**src/rtl/alu_arbiter.sv**
```systemverilog
// Two-requester round-robin front end for a single shared ALU.
// One operation is in flight at a time; multiply takes an extra execute cycle.
module alu_arbiter (
    input  logic        clk_i,
    input  logic        rst_i,
    input  logic        req0_valid_i,
    input  logic        req1_valid_i,
    output logic        req0_ready_o,
    output logic        req1_ready_o,
    input  logic [3:0]  req0_ctrl_i,
    input  logic [3:0]  req1_ctrl_i,
    input  logic [31:0] req0_data1_i,
    input  logic [31:0] req0_data2_i,
    input  logic [31:0] req1_data1_i,
    input  logic [31:0] req1_data2_i,
    output logic [3:0]  alu_ctrl_o,
    output logic [31:0] alu_data1_o,
    output logic [31:0] alu_data2_o,
    input  logic [31:0] alu_data_i,
    output logic        resp_valid_o,
    input  logic        resp_ready_i,
    output logic        resp_id_o,
    output logic [31:0] resp_data_o,
    output logic        resp_err_o,
    output logic        busy_o
);

    localparam logic [3:0] CTRL_ADD = 4'b0010;
    localparam logic [3:0] CTRL_SUB = 4'b0110;
    localparam logic [3:0] CTRL_AND = 4'b0000;
    localparam logic [3:0] CTRL_OR  = 4'b0001;
    localparam logic [3:0] CTRL_MUL = 4'b1111;

    typedef enum logic [1:0] {IDLE, EXEC, MUL2, RESP} state_t;

    state_t      state;
    state_t      state_next;
    logic        last_grant;
    logic        grant0;
    logic        grant1;
    logic        accept;
    logic [3:0]  sel_ctrl;
    logic        sel_supported;
    logic [3:0]  alu_ctrl_q;
    logic [31:0] alu_data1_q;
    logic [31:0] alu_data2_q;
    logic        id_q;
    logic [31:0] result_q;
    logic        err_q;

    function automatic logic is_supported(input logic [3:0] ctrl);
        case (ctrl)
            CTRL_ADD, CTRL_SUB, CTRL_AND, CTRL_OR, CTRL_MUL: is_supported = 1'b1;
            default:                                         is_supported = 1'b0;
        endcase
    endfunction

    // Round-robin grant: on contention the requester not served last wins.
    always_comb begin
        grant0 = 1'b0;
        grant1 = 1'b0;
        if (rst_i && state == IDLE) begin
            grant0 = req0_valid_i && (!req1_valid_i || last_grant);
            grant1 = req1_valid_i && (!req0_valid_i || !last_grant);
        end
        accept        = grant0 | grant1;
        sel_ctrl      = grant1 ? req1_ctrl_i : req0_ctrl_i;
        sel_supported = is_supported(sel_ctrl);
    end

    always_ff @(posedge clk_i) begin
        if (!rst_i) begin
            state <= IDLE;
        end else begin
            state <= state_next;
        end
    end

    always_comb begin
        state_next = state;
        case (state)
            IDLE: begin
                if (accept) begin
                    state_next = sel_supported ? EXEC : RESP;
                end
            end
            EXEC:    state_next = (alu_ctrl_q == CTRL_MUL) ? MUL2 : RESP;
            MUL2:    state_next = RESP;
            RESP: begin
                if (resp_ready_i) begin
                    state_next = IDLE;
                end
            end
            default: state_next = IDLE;
        endcase
    end

    always_comb begin
        req0_ready_o = grant0;
        req1_ready_o = grant1;
        busy_o       = (state != IDLE);
        resp_valid_o = (state == RESP);
    end

    // Unsupported codes never reach the ALU, so its operand registers keep their old values.
    always_ff @(posedge clk_i) begin
        if (!rst_i) begin
            last_grant  <= 1'b1;
            alu_ctrl_q  <= 4'b0000;
            alu_data1_q <= 32'd0;
            alu_data2_q <= 32'd0;
            id_q        <= 1'b0;
            result_q    <= 32'd0;
            err_q       <= 1'b0;
        end else begin
            if (state == IDLE && accept) begin
                last_grant <= grant1;
                id_q       <= grant1;
                if (sel_supported) begin
                    alu_ctrl_q  <= sel_ctrl;
                    alu_data1_q <= grant1 ? req1_data1_i : req0_data1_i;
                    alu_data2_q <= grant1 ? req1_data2_i : req0_data2_i;
                    err_q       <= 1'b0;
                end else begin
                    result_q <= 32'd0;
                    err_q    <= 1'b1;
                end
            end
            if ((state == EXEC && alu_ctrl_q != CTRL_MUL) || state == MUL2) begin
                result_q <= alu_data_i;
            end
        end
    end

    assign alu_ctrl_o  = alu_ctrl_q;
    assign alu_data1_o = alu_data1_q;
    assign alu_data2_o = alu_data2_q;
    assign resp_id_o   = id_q;
    assign resp_data_o = result_q;
    assign resp_err_o  = err_q;

endmodule

```
**config.mk**
```make
export PLATFORM = sky130hd
export DESIGN_NAME = alu_arbiter
export DESIGN_NICKNAME = d
export VERILOG_FILES = /design/src/rtl/alu_arbiter.sv
export SDC_FILE = /design/constraint.sdc
export NUM_CORES = 1
export LEC_CHECK = 0
export ABC_AREA = 1
export ABC_CLOCK_PERIOD_IN_PS = 2000
export BUFFER_PORTS_ARGS = -buffer_cell sky130_fd_sc_hd__buf_2
export CORE_MARGIN = 2
export CORE_UTILIZATION = 44
export CTS_BUF_LIST = sky130_fd_sc_hd__clkbuf_16
export DETAILED_ROUTE_END_ITERATION = 7
export PLACE_DENSITY = 0.81
export SLEW_MARGIN = 20
export SYNTH_ARGS = -nofsm -noshare
export SYNTH_HDL_FRONTEND = slang
export SYNTH_SLANG_ARGS = --single-unit
```
**constraint.sdc**
```tcl
create_clock -name clk_i -period 2 [get_ports clk_i]
set_input_delay 0.3 -clock clk_i [delete_from_list [all_inputs] [get_ports clk_i]]
set_output_delay 0.3 -clock clk_i [all_outputs]
set_load 0.05 [all_outputs]
```
======== Word-level counts from Yosys, hierarchy flattened ========
Cells that the tools add are included.
operators by class
  reductions and logical operators ........ 19
  bitwise gates (word level) .............. 1
  equality and inequality tests ........... 12
  muxes and demuxes ....................... 15
operator list
  kind                number
  $mux 32             5
  $eq 4x4->1 const B  2
  $pmux 2 s4          1
  $mux 2              3
  $reduce_and 2->1    3
  $logic_and 1x1->1   5
  $mux 1              5
  $reduce_or 5->1     1
  $eq 2x2->1 const B  2
  $eq 4x1->1 const B  1
  $eq 4x2->1 const B  1
  $eq 4x3->1 const B  1
  $logic_not 4->1     1
  $mux 4              1
  $ne 2x1->1 const B  2
  $ne 4x4->1 const B  1
  $reduce_bool 2->1   2
  $logic_not 1->1     3
  $logic_or 1x1->1    3
  $eq 2x1->1 const B  1
  $logic_not 2->1     1
  $ne 2x2->1 const B  1
  $or 1x1->1          1
storage, ports and cells
  word-level logic and storage cells ...... 55
  bits of input ports ..................... 173
  flip-flop bits (word level) ............. 105
  output and inout port bits .............. 106

======== Logic depth before layout (Yosys ltp) ========
Gate-level depths: netlist of the first run.
  depth after elaboration ................. 11
  depth in mapped cells ................... 15
  gate-level depth less buffers ........... 13

======== Worst setup path before layout of the first run ========
Ideal clock, no wire load.
  path kind ............................... register -> register
  start ................................... register state[0]
  end ..................................... register alu_data2_q[17], in the netlist alu_data2_o[17]
  data required time ...................... 1.935 ns
  setup slack ............................. 0.036 ns
  stages on the path, launching flop included .. 12
  arrival ................................. 1.899 ns
  library setup time ...................... 0.065 ns
  path buffers ............................ 1
  period minus slack after synthesis ...... 1.964 ns
  path through ............................ dfxtp_1 -> inv_1 -> ha_1 -> nand2_1 -> nor2_4 -> nand2_4 -> inv_1 -> clkbuf_1 -> nand2_1 -> nand2_1 -> o21ai_0 -> nor2_1
on the way
  longest elaborated chain between the ends .. 8
  elaborated cells between the ends (all ways) .. 16
  classes of those cells .................. eq/ne: 4; mux: 5; bitwise: 1; reduce/logical: 6
RTL lines
  element                                   RTL line  source
  start: declaration                        36        state_t state;
  start signal: assignment                  75        state <= state_next;
  $logic_not 2->1 *                         62        if (rst_i && state == IDLE) begin
  $logic_and 1x1->1 *                       62
  $mux 1 *                                  62
  net req1_ready_o                          9         output logic req1_ready_o,
  $mux 4                                    67        sel_ctrl = grant1 ? req1_ctrl_i : req0_ctrl_i;
  $eq 4x2->1, or another cell as far along  52        case (ctrl)
  $reduce_or 5->1                           52
  $mux 1                                    52
  $reduce_and 2->1 (no source line)         -
  end signal: assignment                    122       alu_data2_q <= grant1 ? req1_data2_i : req0_data2_i;
  end: declaration                          46        logic [31:0] alu_data2_q;
Mark *: on every way through the listed nets, which the timed path passes. The rest lies on a longest branch.
A chain may end at the register's enable or synchronous reset.

======== Worst setup path in the final report of the first run ========
  start ................................... register state[0]
  end ..................................... register alu_data2_q[4], in the netlist alu_data2_o[4]
on the way
  longest elaborated chain between the ends .. 8
  elaborated cells between the ends (all ways) .. 16
  classes of those cells .................. eq/ne: 4; mux: 5; bitwise: 1; reduce/logical: 6
RTL lines
  element                                   RTL line
  $logic_not 2->1 *                         62, 116
  $logic_and 1x1->1                         62
  $mux 1                                    62
  $mux 4                                    67
  $eq 4x2->1, or another cell as far along  52
  $reduce_or 5->1                           52
  $mux 1                                    52
  $reduce_and 2->1 (no source line)         -
Mark *: on every way between the ends. The rest lies on a longest branch, timed or not.

==> results of run 1 <==
## final timing paths
check,from,cells past startpoint,slack (ps),to
worst max-delay path,state[0],14,-3,alu_data2_o[4]
worst min-delay path,alu_data_i[2],3,200,resp_data_o[2]
worst max register to register,state[0],14,-3,alu_data2_o[4]
worst min register to register,resp_id_o,2,470,resp_id_o
## layout make-up
cell class	count	area share
Inverter	17	0.0110
Clock buffer	9	0.0305
Sequential cell	105	0.285
Multi-Input combinational cell	538	0.342
Timing Repair Buffer	336	0.300
Clock inverter	7	0.00712
Antenna cell	4	0.00136
Tap cell	136	0.0231
## where the power goes
part / internal (W) / total (W) / switching [W] / leakage (nW)
Clock: 0.000857 / 0.00166 / 0.000800 / 0.138
Combinational: 0.00148 / 0.00472 / 0.00324 / 2.90
Sequential: 0.00257 / 0.00280 / 0.000237 / 0.858
Total: 0.00491 / 0.00918 / 0.00427 / 3.90
## routing by layer
layer	GRT usage	vias up
met1	0.291	2488
met2	0.479	236
li1	-	2852
met5	0	-
met3	0.0732	23
met4	0.0842	2
## sequential cells by signal (all words and copies together) (netlist names)
signal / count
alu_ctrl_o: 4
alu_data1_o: 32
alu_data2_o: 32
last_grant: 1
resp_data_o: 32
resp_err_o: 1
resp_id_o: 1
state: 2
## placed cells by master, fill, tap and decap left out, types with 2 or more instances in the layout
cell	instances
sky130_fd_sc_hd__clkbuf_16	13
sky130_fd_sc_hd__buf_6	11
sky130_fd_sc_hd__inv_6	3
sky130_fd_sc_hd__buf_2	277
sky130_fd_sc_hd__o21ai_2	32
sky130_fd_sc_hd__ha_1	4
sky130_fd_sc_hd__dfxtp_2	2
sky130_fd_sc_hd__inv_2	4
sky130_fd_sc_hd__buf_8	2
sky130_fd_sc_hd__nor2_2	5
sky130_fd_sc_hd__buf_4	27
sky130_fd_sc_hd__dfxtp_1	103
sky130_fd_sc_hd__nand2_1	230
sky130_fd_sc_hd__nand2_2	5
sky130_fd_sc_hd__nand3_1	36
sky130_fd_sc_hd__o21ai_1	32
sky130_fd_sc_hd__nand2_4	7
sky130_fd_sc_hd__inv_1	11
sky130_fd_sc_hd__clkinv_4	3
sky130_fd_sc_hd__diode_2	4
sky130_fd_sc_hd__buf_12	9
sky130_fd_sc_hd__nand3_2	4
sky130_fd_sc_hd__nor2_1	134
sky130_fd_sc_hd__a21oi_1	34
sky130_fd_sc_hd__bufbuf_16	5
sky130_fd_sc_hd__o21ai_0	8
## kinds of logic after synthesis
family,count (synthesis)
flops,105
simple gates,424
compound gates,109
fa+ha+maj,5
buf+inv,65
## critical path, delay by kind of cell, from the launching register on
kind / cells / cell delay (ps)
AOI/OAI and AO/OA: 1 / 120
DFF: 1 / 330
adders and majority gates: 1 / 150
and+or+nand+nor: 8 / 740
buffers and inverters: 4 / 570
## per-stage QoR
step / instance area, um^2 / setup WS (ps) / hold slack, ps / cells
4_1_cts: 6970 / -7.75 / 195 / 1139
5_1_grt: 7380 / -142 / 197 / 1151
2_1_floorplan: 4710 / 36.3 / 445 / 708
6_report: 7380 / -3.48 / 200 / 1152
3_5_place_dp: 6370 / -24.4 / 460 / 1108
3_3_place_gp: 6370 / 30.1 / 456 / 1108
## repair_timing
action,in CTS,in global routing
cloned,6,5
endpoints found under the setup margin,8,104
buffers inserted,9,5
pin swaps,5,18
gates resized for setup,34,101
==> run summary, run 1 <==
=========================================================================================
Outcome                                                                      finished, violations left
Violated checks                                                              negative setup slack
Number of register bits inferred by synthesis                                         105
Initial standard-cell utilization of the core                                       0.455
Max Clock Freq                                                                    499 MHz
Sequential element share of the synthesized area                                    0.446
Wire length on met3                                                               1240 um
Clock transition at the registers of the reported paths                             70 ps
Footprint of the flip-flops and latches                                      0.00210 mm^2
Clock tree from TritonCTS                                                             yes
Via count normalized by instance count                                               4.86
Layout filler cell count                                                              908
Wire length on met2                                                               8170 um
Main combinational cell family by area after synthesis                       simple AND/OR/NAND/NOR gates
CP peak stage delay                                                                330 ps
WP data required                                                                  2230 ps
Number of pins exceeding their max-slew limit in the final report                       0
Floorplan row count                                                                    37
Number of buffers created by CTS                                                        9
Iteration-0 DRC count of the detailed router                                          359
Area share of the largest cell type after synthesis                                 0.446
Slew at the pin closest to its max-slew limit                                      888 ps
Initial antenna violation count                                                         5
Final-report setup violation count                                                      3
Number of global-route vias before repair                                            5089
First-pass GRT wire length                                                       23900 um
Final worst path period need                                                      2000 ps
Pin count of the biggest net entering global routing                                   75
Master cell of the clock root buffer                                         sky130_fd_sc_hd__clkbuf_16
Primary flip-flop cell chosen by synthesis mapping                           sky130_fd_sc_hd__dfxtp_1
Share of cell area taken by muxes after synthesis                                       0
Setup repair after global routing missed its margin                                   yes
Mapped Cells                                                                          708
Die X                                                                              108 um
Standard cell with the maximum stage delay on the critical path              sky130_fd_sc_hd__dfxtp_2
Aggregate routed wire length                                                     16200 um
Remaining design rule violation count                                                   0
Class of the worst hold path                                                    in -> reg
Number of nets still failing antenna checks after routing                               0
Number of buffers on the longest clock path                                             2
Xor and xnor fraction of the mapped netlist area                                        0
Area added between synthesis and finish                                             56.6%
Post-synthesis share of cell area spent on and, or, nand and nor gates              0.360
Critical-path maximum fanout                                                            8
Count of flip-flops with a built-in enable after synthesis                              0
Average wire length per cell after detail routing                                 14.1 um
Number of buffers inserted for hold repair after clock tree synthesis                   0
Final core occ                                                                      0.712
Critical path startpoint category                                                register
Arr. time, crit path                                                              2240 ps
Most common library cells after synthesis                                    237 x sky130_fd_sc_hd__nand2_1, 139 x sky130_fd_sc_hd__nor2_1, 105 x sky130_fd_sc_hd__dfxtp_1
Largest voltage drop on the vdd net                                              0.738 mV
Number of clock sinks                                                                 105
Total overflow reported by the global router                                            0
Compound-cell area share of the yosys netlist                                       0.117
Die Area                                                                      0.0116 mm^2
Proportion of register bits with asynchronous set or reset after synthesis              0
Worst skew pair latency                                                            340 ps
RD Place Congestion                                                                 0.827
Setup TNS                                                                        -6.74 ps
Netlist area before placement                                                0.00471 mm^2
Cell taking the most area after synthesis                                    sky130_fd_sc_hd__dfxtp_1
Top cells by area in the synthesized netlist                                 sky130_fd_sc_hd__dfxtp_1 45%, sky130_fd_sc_hd__nand2_1 19%, sky130_fd_sc_hd__nor2_1 11%, sky130_fd_sc_hd__o21ai_0 5.8%, sky130_fd_sc_hd__nand3_1 4.1%
Number of top-level pins                                                              279
First-pass iteration count of the detailed router                                       4
Critical-path cell list                                                      inv_2 -> ha_4 -> nand2_4 -> nor2_4 -> nand2_4 -> buf_12 -> nand2_4 -> nand2_4 -> nand3_4 -> nand4_4 -> buf_12 -> buf_8 -> o21ai_2 -> nor2_1
PnR Total Power                                                                 0.00918 W
Max capacitance violation total                                                         0
Worst max-slew margin expressed relative to the limit                               0.408
Hold Vio Cnt, Final                                                                     0
Number of warning messages in the yosys log                                             0
Net count after synthesis                                                             886
Adder and majority gate portion of the synthesized area                            0.0133
Most common cell in the synthesized netlist                                  sky130_fd_sc_hd__nand2_1
Nets@finish                                                                          1185
Tot GR Track Use                                                                    0.262
Fraction of layout cells with a size suffix above 1                                 0.411
Yosys cell types                                                                       24
Clk_skew                                                                          9.78 ps
Die outline height                                                                 108 um
Most frequent cell on the critical path                                      sky130_fd_sc_hd__nand2_4
Total number of H-tree levels                                                           3
Post-route fraction of the period consumed by the critical path                      1.00
Synthesized area divided by synthesized cell count                              6.66 um^2
Detailed Place HPWL                                                              10800 um
Area occupied by multi-input gates                                           0.00252 mm^2
Buffers on Ports                                                                      278
Length of routed wiring on met1                                                   6430 um
Worst Setup End Kind                                                             register
Leakage Power                                                                     3.90 nW
Setup WS post-layout                                                             -3.48 ps
Power per standard cell area                                                 1240 mW/mm^2
Via count of the routed design                                                       5601
Highest layer used for signal routing                                                met5
Area inside the core boundary                                                 0.0104 mm^2
Crit Path Class                                                                reg -> reg
=========================================================================================
Note: power is estimated with default switching activity, not from simulation.
==> run 2: changes to the inputs <==
- ABC_CLOCK_PERIOD_IN_PS: 2000 -> 2490
- CORE_AREA: not set -> 2 2 110 112
- CORE_MARGIN: 2 -> not set
- CORE_UTILIZATION: 44 -> not set
- DIE_AREA: not set -> 0 0 112 114
- PLACE_DENSITY: 0.81 -> 0.76
- clock period: 2 -> 2.49 ns (I/O delays scaled with it)
==> run 2 against run 1 <==
The flow now finishes without violations. Largest power group unchanged. Power down 26%. Clock power down 19%. Critical endpoint is now req1_ready_o. Sequential share of layout area up 3.8 points. Clock-buffer cell count unchanged.
==> run summary, run 2 (synthesis gave the netlist of run 1 again) <==
====================================================================================
Outcome                                                                 finished clean
Post-route fraction of the period consumed by the critical path                0.916
Smallest hold slack                                                           286 ps   +86.1 ps
Total number of H-tree levels                                                      3   unchanged
Initial standard-cell utilization of the core                                  0.402   -0.0521
Clock transition at the registers of the reported paths                        60 ps   about the same
Number of nets still failing antenna checks after routing                          0   unchanged
Minimum setup slack after placement                                           209 ps   +233 ps
Master cell of the clock root buffer                                    sky130_fd_sc_hd__clkbuf_16
Aggregate routed wire length                                                14300 um   -12%
Average wire length per cell after detail routing                            12.8 um   -8.9%
Critical hold path startpoint                                           alu_data_i[12]
Max Clock Freq                                                               439 MHz
Slew at the pin closest to its max-slew limit                                 628 ps   -261 ps
Number of global-route vias before repair                                       4681   -8.0%
CP peak stage delay                                                           340 ps   about the same
Layout filler cell count                                                        1190   +31%
Hold Vio Cnt, Final                                                                0   unchanged
Worst hold path depth                                                              3   unchanged
Iteration-0 DRC count of the detailed router                                     382   +6.4%
Leading cell type in the layout, fill and taps excluded                 sky130_fd_sc_hd__buf_2
Tot GR Track Use                                                               0.212   -0.0493
Nets@finish                                                                     1142   -3.6%
Final core occ                                                                 0.556   -0.156
Number of top-level pins                                                         279   unchanged
Worst path buffer plus inverter count                                              3   -1
Die X                                                                         112 um   +4.2%
Floorplan row count                                                               40   +8.1%
Critical-path cell list                                                 inv_1 -> ha_1 -> nand2_1 -> nor2_4 -> nand2_8 -> inv_4 -> clkbuf_4
Detailed Place HPWL                                                         10600 um   -2.1%
PnR Total Power                                                            0.00682 W   -26%
First-pass iteration count of the detailed router                                  5   +1
Power per standard cell area                                            1050 mW/mm^2   -16%
Via count normalized by instance count                                          4.75   -2.3%
Setup repair after global routing missed its margin                              yes
Pin count of the biggest net entering global routing                              75   unchanged
Via count of the routed design                                                  5308   -5.2%
Fraction of layout cells with a size suffix above 1                            0.327   -0.0836
Cell depth of the worst flop-to-flop path                                         13   -1
Clk_skew                                                                     10.2 ps   +0.416 ps
Worst Setup End Kind                                                     output port
R2r endpoint                                                            alu_data2_o[17]
Die Area                                                                 0.0128 mm^2   +10%
Number of pins exceeding their max-slew limit in the final report                  0   unchanged
Arr. time, crit path                                                         1910 ps   -330 ps
Crit Path Class                                                           reg -> out
Logic depth of the worst path, buffers included                                    7   -7
Final worst path period need                                                 2280 ps
Die outline height                                                            114 um   +6.0%
Largest voltage drop on the vdd net                                         0.881 mV   +19%
Number of buffers created by CTS                                                   9   unchanged
Number of buffers inserted for hold repair after clock tree synthesis              0   unchanged
Number of placed instances, taps included                                       1100   -0.72%
Max capacitance violation total                                                    0   unchanged
Register-to-register setup slack                                              270 ps   +270 ps
Area added between synthesis and finish                                        38.1%
RD Place Congestion                                                            0.811   -1.9%
Critical-path maximum fanout                                                      19   +11
Worst-case hold path end point                                          resp_data_o[12]
Clock tree from TritonCTS                                                        yes
Number of clock sinks                                                            105   unchanged
Class of the worst hold path                                               in -> reg
Standard cell with the maximum stage delay on the critical path         sky130_fd_sc_hd__dfxtp_1
Setup repair bufs after CTS                                                        0   -9
Leading cell types in the layout, fill and taps excluded                277 x sky130_fd_sc_hd__buf_2, 237 x sky130_fd_sc_hd__nand2_1, 138 x sky130_fd_sc_hd__nor2_1
Worst skew pair latency                                                       340 ps   about the same
Leakage Power                                                                3.47 nW   -11%
First-pass GRT wire length                                                  22400 um   -6.4%
Count of cells resized by post-cts repair                                          0   -100%
Critical path startpoint category                                           register
Final-report setup violation count                                                 0   -3
Remaining design rule violation count                                              0   unchanged
Buffers on Ports                                                                 278   unchanged
Setup WS post-layout                                                          210 ps   +213 ps
WP data required                                                             2120 ps   -110 ps
Crit path max-delay family                                              buffers and inverters
Total overflow reported by the global router                                       0   unchanged
Initial antenna violation count                                                    2   -3
Reg2reg start                                                               state[0]
Number of buffers on the longest clock path                                        2   unchanged
Number of standard cells in the layout, taps in and fillers out                 1117   -3.0%
Worst max-slew margin expressed relative to the limit                          0.582   +0.174
Area inside the core boundary                                            0.0117 mm^2   +13%
====================================================================================
-- run 2: cell count changes in the layout (fill, tap and decap cells not counted), moves of 7 or more --
| cell | previous run | this run |
|---|---|---|
| sky130_fd_sc_hd__o21ai_0 | 8 | 55 |
| sky130_fd_sc_hd__o21ai_2 | 32 | 0 |
| sky130_fd_sc_hd__nand2_4 | 7 | 0 |
| sky130_fd_sc_hd__o21ai_1 | 32 | 17 |
| sky130_fd_sc_hd__buf_6 | 11 | 0 |
| sky130_fd_sc_hd__buf_4 | 27 | 11 |
| sky130_fd_sc_hd__nand2_1 | 230 | 237 |
-- run 2: worst max path at each step --
stage,start,end,slack (ps)
CTS,state[0],req1_ready_o,20
global placement,state[0],resp_data_o[6],370
finish,state[0],req1_ready_o,210
detailed placement,state[0],resp_data_o[4],210
global route,state[0],alu_data2_o[23],-10
floorplan,state[0],alu_data2_o[17],530
-- run 2: report_power, final --
group / total (W) / internal, W / switching (W)
clock: 0.00135 / 0.000762 / 0.000587
combinational: 0.00322 / 0.000814 / 0.00241
sequential: 0.00225 / 0.00206 / 0.000192
-- run 2: stage by stage --
| step | cell area [um^2] | setup TNS, ps |
|---|---|---|
| final | 6510 | 0 |
| after global routing | 6510 | -29.5 |
| after CTS | 6480 | 0 |
| after detailed placement | 6200 | 0 |
| after global placement | 6200 | 0 |
| after floorplan | 4710 | 0 |
-- run 2: area by class of cell --
cell class / count / area [um^2] / share of cell area
Antenna cell: 2 / 5.00 / 0.000769
Clock buffer: 9 / 225 / 0.0346
Clock inverter: 6 / 53.8 / 0.00827
Inverter: 17 / 66.3 / 0.0102
Multi-Input combinational cell: 538 / 2320 / 0.357
Sequential cell: 105 / 2100 / 0.323
Tap cell: 147 / 184 / 0.0283
Timing Repair Buffer: 293 / 1550 / 0.238
-- run 2: metal layers --
| metal | vias up | GRT usage | wire length, um |
|---|---|---|---|
| met2 | 216 | 0.364 | 6870 |
| met1 | 2327 | 0.263 | 6080 |
| met4 | 0 | 0.0602 | 191 |
| met5 | - | 0 | 0 |
| li1 | 2750 | - | - |
| met3 | 15 | 0.0616 | 1170 |
-- run 2: worst min-delay path: cells and delay by family --
kind	cells	cell delay [ps]
AND/OR/NAND/NOR	1	50
AO/OA/AOI/OAI	1	50
buffers and inverters	1	90
==> run 3: changes to the inputs <==
--- a/config.mk
+++ b/config.mk
@@ -15,2 +15,3 @@
 export PLACE_DENSITY = 0.76
+export SETUP_SLACK_MARGIN = 0.5
 export SLEW_MARGIN = 20
==> constraint.sdc (replaced) <==
create_clock -name clk_i -period 2.49 [get_ports clk_i]
set_input_delay 0.1245 -clock clk_i [delete_from_list [all_inputs] [get_ports clk_i]]
set_output_delay 0.1245 -clock clk_i [all_outputs]
set_load 0.05 [all_outputs]
==> run 3 against run 2 <==
Register-to-register slack better by 280 ps. Worst hold slack lost 250 ps. Die area unchanged. First-iteration DRC count fell by 24%. Core utilization rose by 4.6 points. Clock power is 10% higher. Design area up 8.2%. Global-route usage up 1.6 points. Critical endpoint is now resp_data_o[3].
==> run summary, run 3 (synthesis gave the netlist of run 1 again) <==
================================================================================
Post-route fraction of the period consumed by the critical path            0.780   -0.136
Die Area                                                             0.0128 mm^2   unchanged
Slew at the pin closest to its max-slew limit                             981 ps   +354 ps
Aggregate routed wire length                                            16000 um   +12%
Number of standard cells in the layout, taps in and fillers out             1134   +1.5%
Tot GR Track Use                                                           0.229   +0.0165
Iteration-0 DRC count of the detailed router                                 289   -24%
WP data required                                                         2740 ps   +620 ps
Die outline height                                                        114 um   unchanged
Area added between synthesis and finish                                    49.4%
Most frequent cell on the critical path                             sky130_fd_sc_hd__nand2_2
Number of top-level pins                                                     279   unchanged
Leading cell type in the layout, fill and taps excluded             sky130_fd_sc_hd__buf_2
Number of nets still failing antenna checks after routing                      0   unchanged
Post-route design area                                              0.00704 mm^2   +8.2%
Number of placed instances, taps included                                   1096   -0.36%
Layout filler cell count                                                    1140   -4.2%
Clock tree from TritonCTS                                                    yes
Crit Path Class                                                       reg -> reg
Floorplan row count                                                           40   unchanged
Arr. time, crit path                                                     2190 ps   +280 ps
Placed Area                                                         0.00616 mm^2   -0.69%
Number of global-route vias before repair                                   5106   +9.1%
Total overflow reported by the global router                                   0   unchanged
Master cell of the clock root buffer                                sky130_fd_sc_hd__clkbuf_16
Number of buffers created by CTS                                               9   unchanged
Critical-path cell list                                             inv_2 -> ha_4 -> nand2_2 -> nor2_4 -> nand2_4 -> nand2_2 -> nand2_1 -> nand3_2 -> nand3_1 -> nand2_2 -> clkbuf_16 -> nand3_1 -> a21oi_1
Fraction of layout cells with a size suffix above 1                        0.386   +0.0587
Initial standard-cell utilization of the core                              0.402   unchanged
First-pass GRT wire length                                              23900 um   +6.6%
Setup TNS                                                                   0 ps   unchanged
Final worst path period need                                             1940 ps   -339 ps
Total number of H-tree levels                                                  3   unchanged
Largest voltage drop on the vdd net                                     0.803 mV   -8.8%
Clock transition at the registers of the reported paths                    70 ps   about the same
Number of buffers on the longest clock path                                    2   unchanged
Number of clock sinks                                                        105   unchanged
Area inside the core boundary                                        0.0117 mm^2   unchanged
Number of pins exceeding their max-slew limit in the final report              0   unchanged
Final-report setup violation count                                             0   unchanged
Worst max-slew margin expressed relative to the limit                      0.345   -0.236
CP peak stage delay                                                       330 ps   about the same
Leakage Power                                                            3.69 nW   +6.2%
Via count of the routed design                                              5470   +3.1%
Pin count of the biggest net entering global routing                          75   unchanged
Hold Vio Cnt, Final                                                            0   unchanged
Worst Setup End Kind                                                    register
Nets@finish                                                                 1158   +1.4%
Average wire length per cell after detail routing                        14.1 um   +9.9%
Setup repair after global routing missed its margin                          yes
PnR Total Power                                                        0.00737 W   +8.0%
Remaining design rule violation count                                          0   unchanged
Max capacitance violation total                                                0   unchanged
Via count normalized by instance count                                      4.82   +1.5%
Die X                                                                     112 um   unchanged
Initial antenna violation count                                                2   unchanged
First-pass iteration count of the detailed router                              4   -1
Max Clock Freq                                                           515 MHz   +17%
Leading cell types in the layout, fill and taps excluded            277 x sky130_fd_sc_hd__buf_2, 231 x sky130_fd_sc_hd__nand2_1, 107 x sky130_fd_sc_hd__nor2_1
Clk_skew                                                                 6.10 ps   -4.09 ps
Power per standard cell area                                        1050 mW/mm^2   -0.21%
Critical-path maximum fanout                                                  16   -3
Class of the worst hold path                                           in -> reg
Detailed Place HPWL                                                     10400 um   -1.4%
Standard cell with the maximum stage delay on the critical path     sky130_fd_sc_hd__dfxtp_2
Buffers on Ports                                                             278   unchanged
Worst skew pair latency                                                   340 ps   about the same
Critical path startpoint category                                       register
Outcome                                                             finished clean
RD Place Congestion                                                        0.816   +0.62%
================================================================================
run 3: cell types whose count changed in the layout (fill, tap and decap cells not counted), sizes merged:
cell and change:
inv -2, diode +1, clkinv +1, buf +11, bufinv +1, clkbuf +5
run 3: worst max-delay path: cells and delay by family, from the launching register on:
family / cells / cell delay, ps
and+or+nand+nor: 9 / 990
DFF: 1 / 330
buffers and inverters: 2 / 270
adders and majority gates: 1 / 140
AOI/OAI and AO/OA: 1 / 140
run 3: repair_timing:
item,in CTS,in global routing
hold buffers,0,0
pin swaps,4,2
setup endpoints to repair,102,102
gates cloned,3,7
resized for setup,36,57
setup buffers,7,3
run 3: stage by stage:
step	utilization	hold slack, ps	worst slack (ps)
after floorplan	-	274	526
after global placement	0.526	381	265
after detailed placement	0.526	384	181
after CTS	0.574	22.0	512
after global routing	0.601	22.7	417
final	0.601	32.6	548
run 3: where the power goes:
| part | internal [W] | switching [W] | total [W] |
|---|---|---|---|
| Sequential | 0.00206 | 0.000207 | 0.00227 |
| Combinational | 0.00106 | 0.00255 | 0.00361 |
| Clock | 0.000873 | 0.000617 | 0.00149 |
| Total | 0.00400 | 0.00337 | 0.00737 |
run 3: metal layers:
layer / track usage / vias up / part of all wire
li1: - / 2792 / -
met1: 0.269 / 2407 / 0.40
met2: 0.395 / 237 / 0.50
met3: 0.0584 / 34 / 0.072
met4: 0.103 / 0 / 0.030
met5: 0 / - / 0
run 3: final timing paths:
| path | endpoint | cells after the start | slack (ps) | start |
|---|---|---|---|---|
| worst max register to register | resp_data_o[3] | 13 | 550 | state[1] |
| worst min register to register | alu_data2_o[11] | 2 | 470 | alu_data2_o[11] |
| worst max-delay path | resp_data_o[3] | 13 | 550 | state[1] |
| worst min-delay path | resp_data_o[28] | 3 | 30 | alu_data_i[28] |
run 3: layout make-up:
type | count | area [um^2] | area share
diodes | 3 | 7.51 | 0.00107
clock buffers | 9 | 225 | 0.0320
clock inverters | 6 | 82.6 | 0.0117
inverters | 17 | 78.8 | 0.0112
multi-input cells | 538 | 2450 | 0.347
flip-flops and latches | 105 | 2100 | 0.299
well taps | 147 | 184 | 0.0261
repair buffers | 309 | 1910 | 0.272
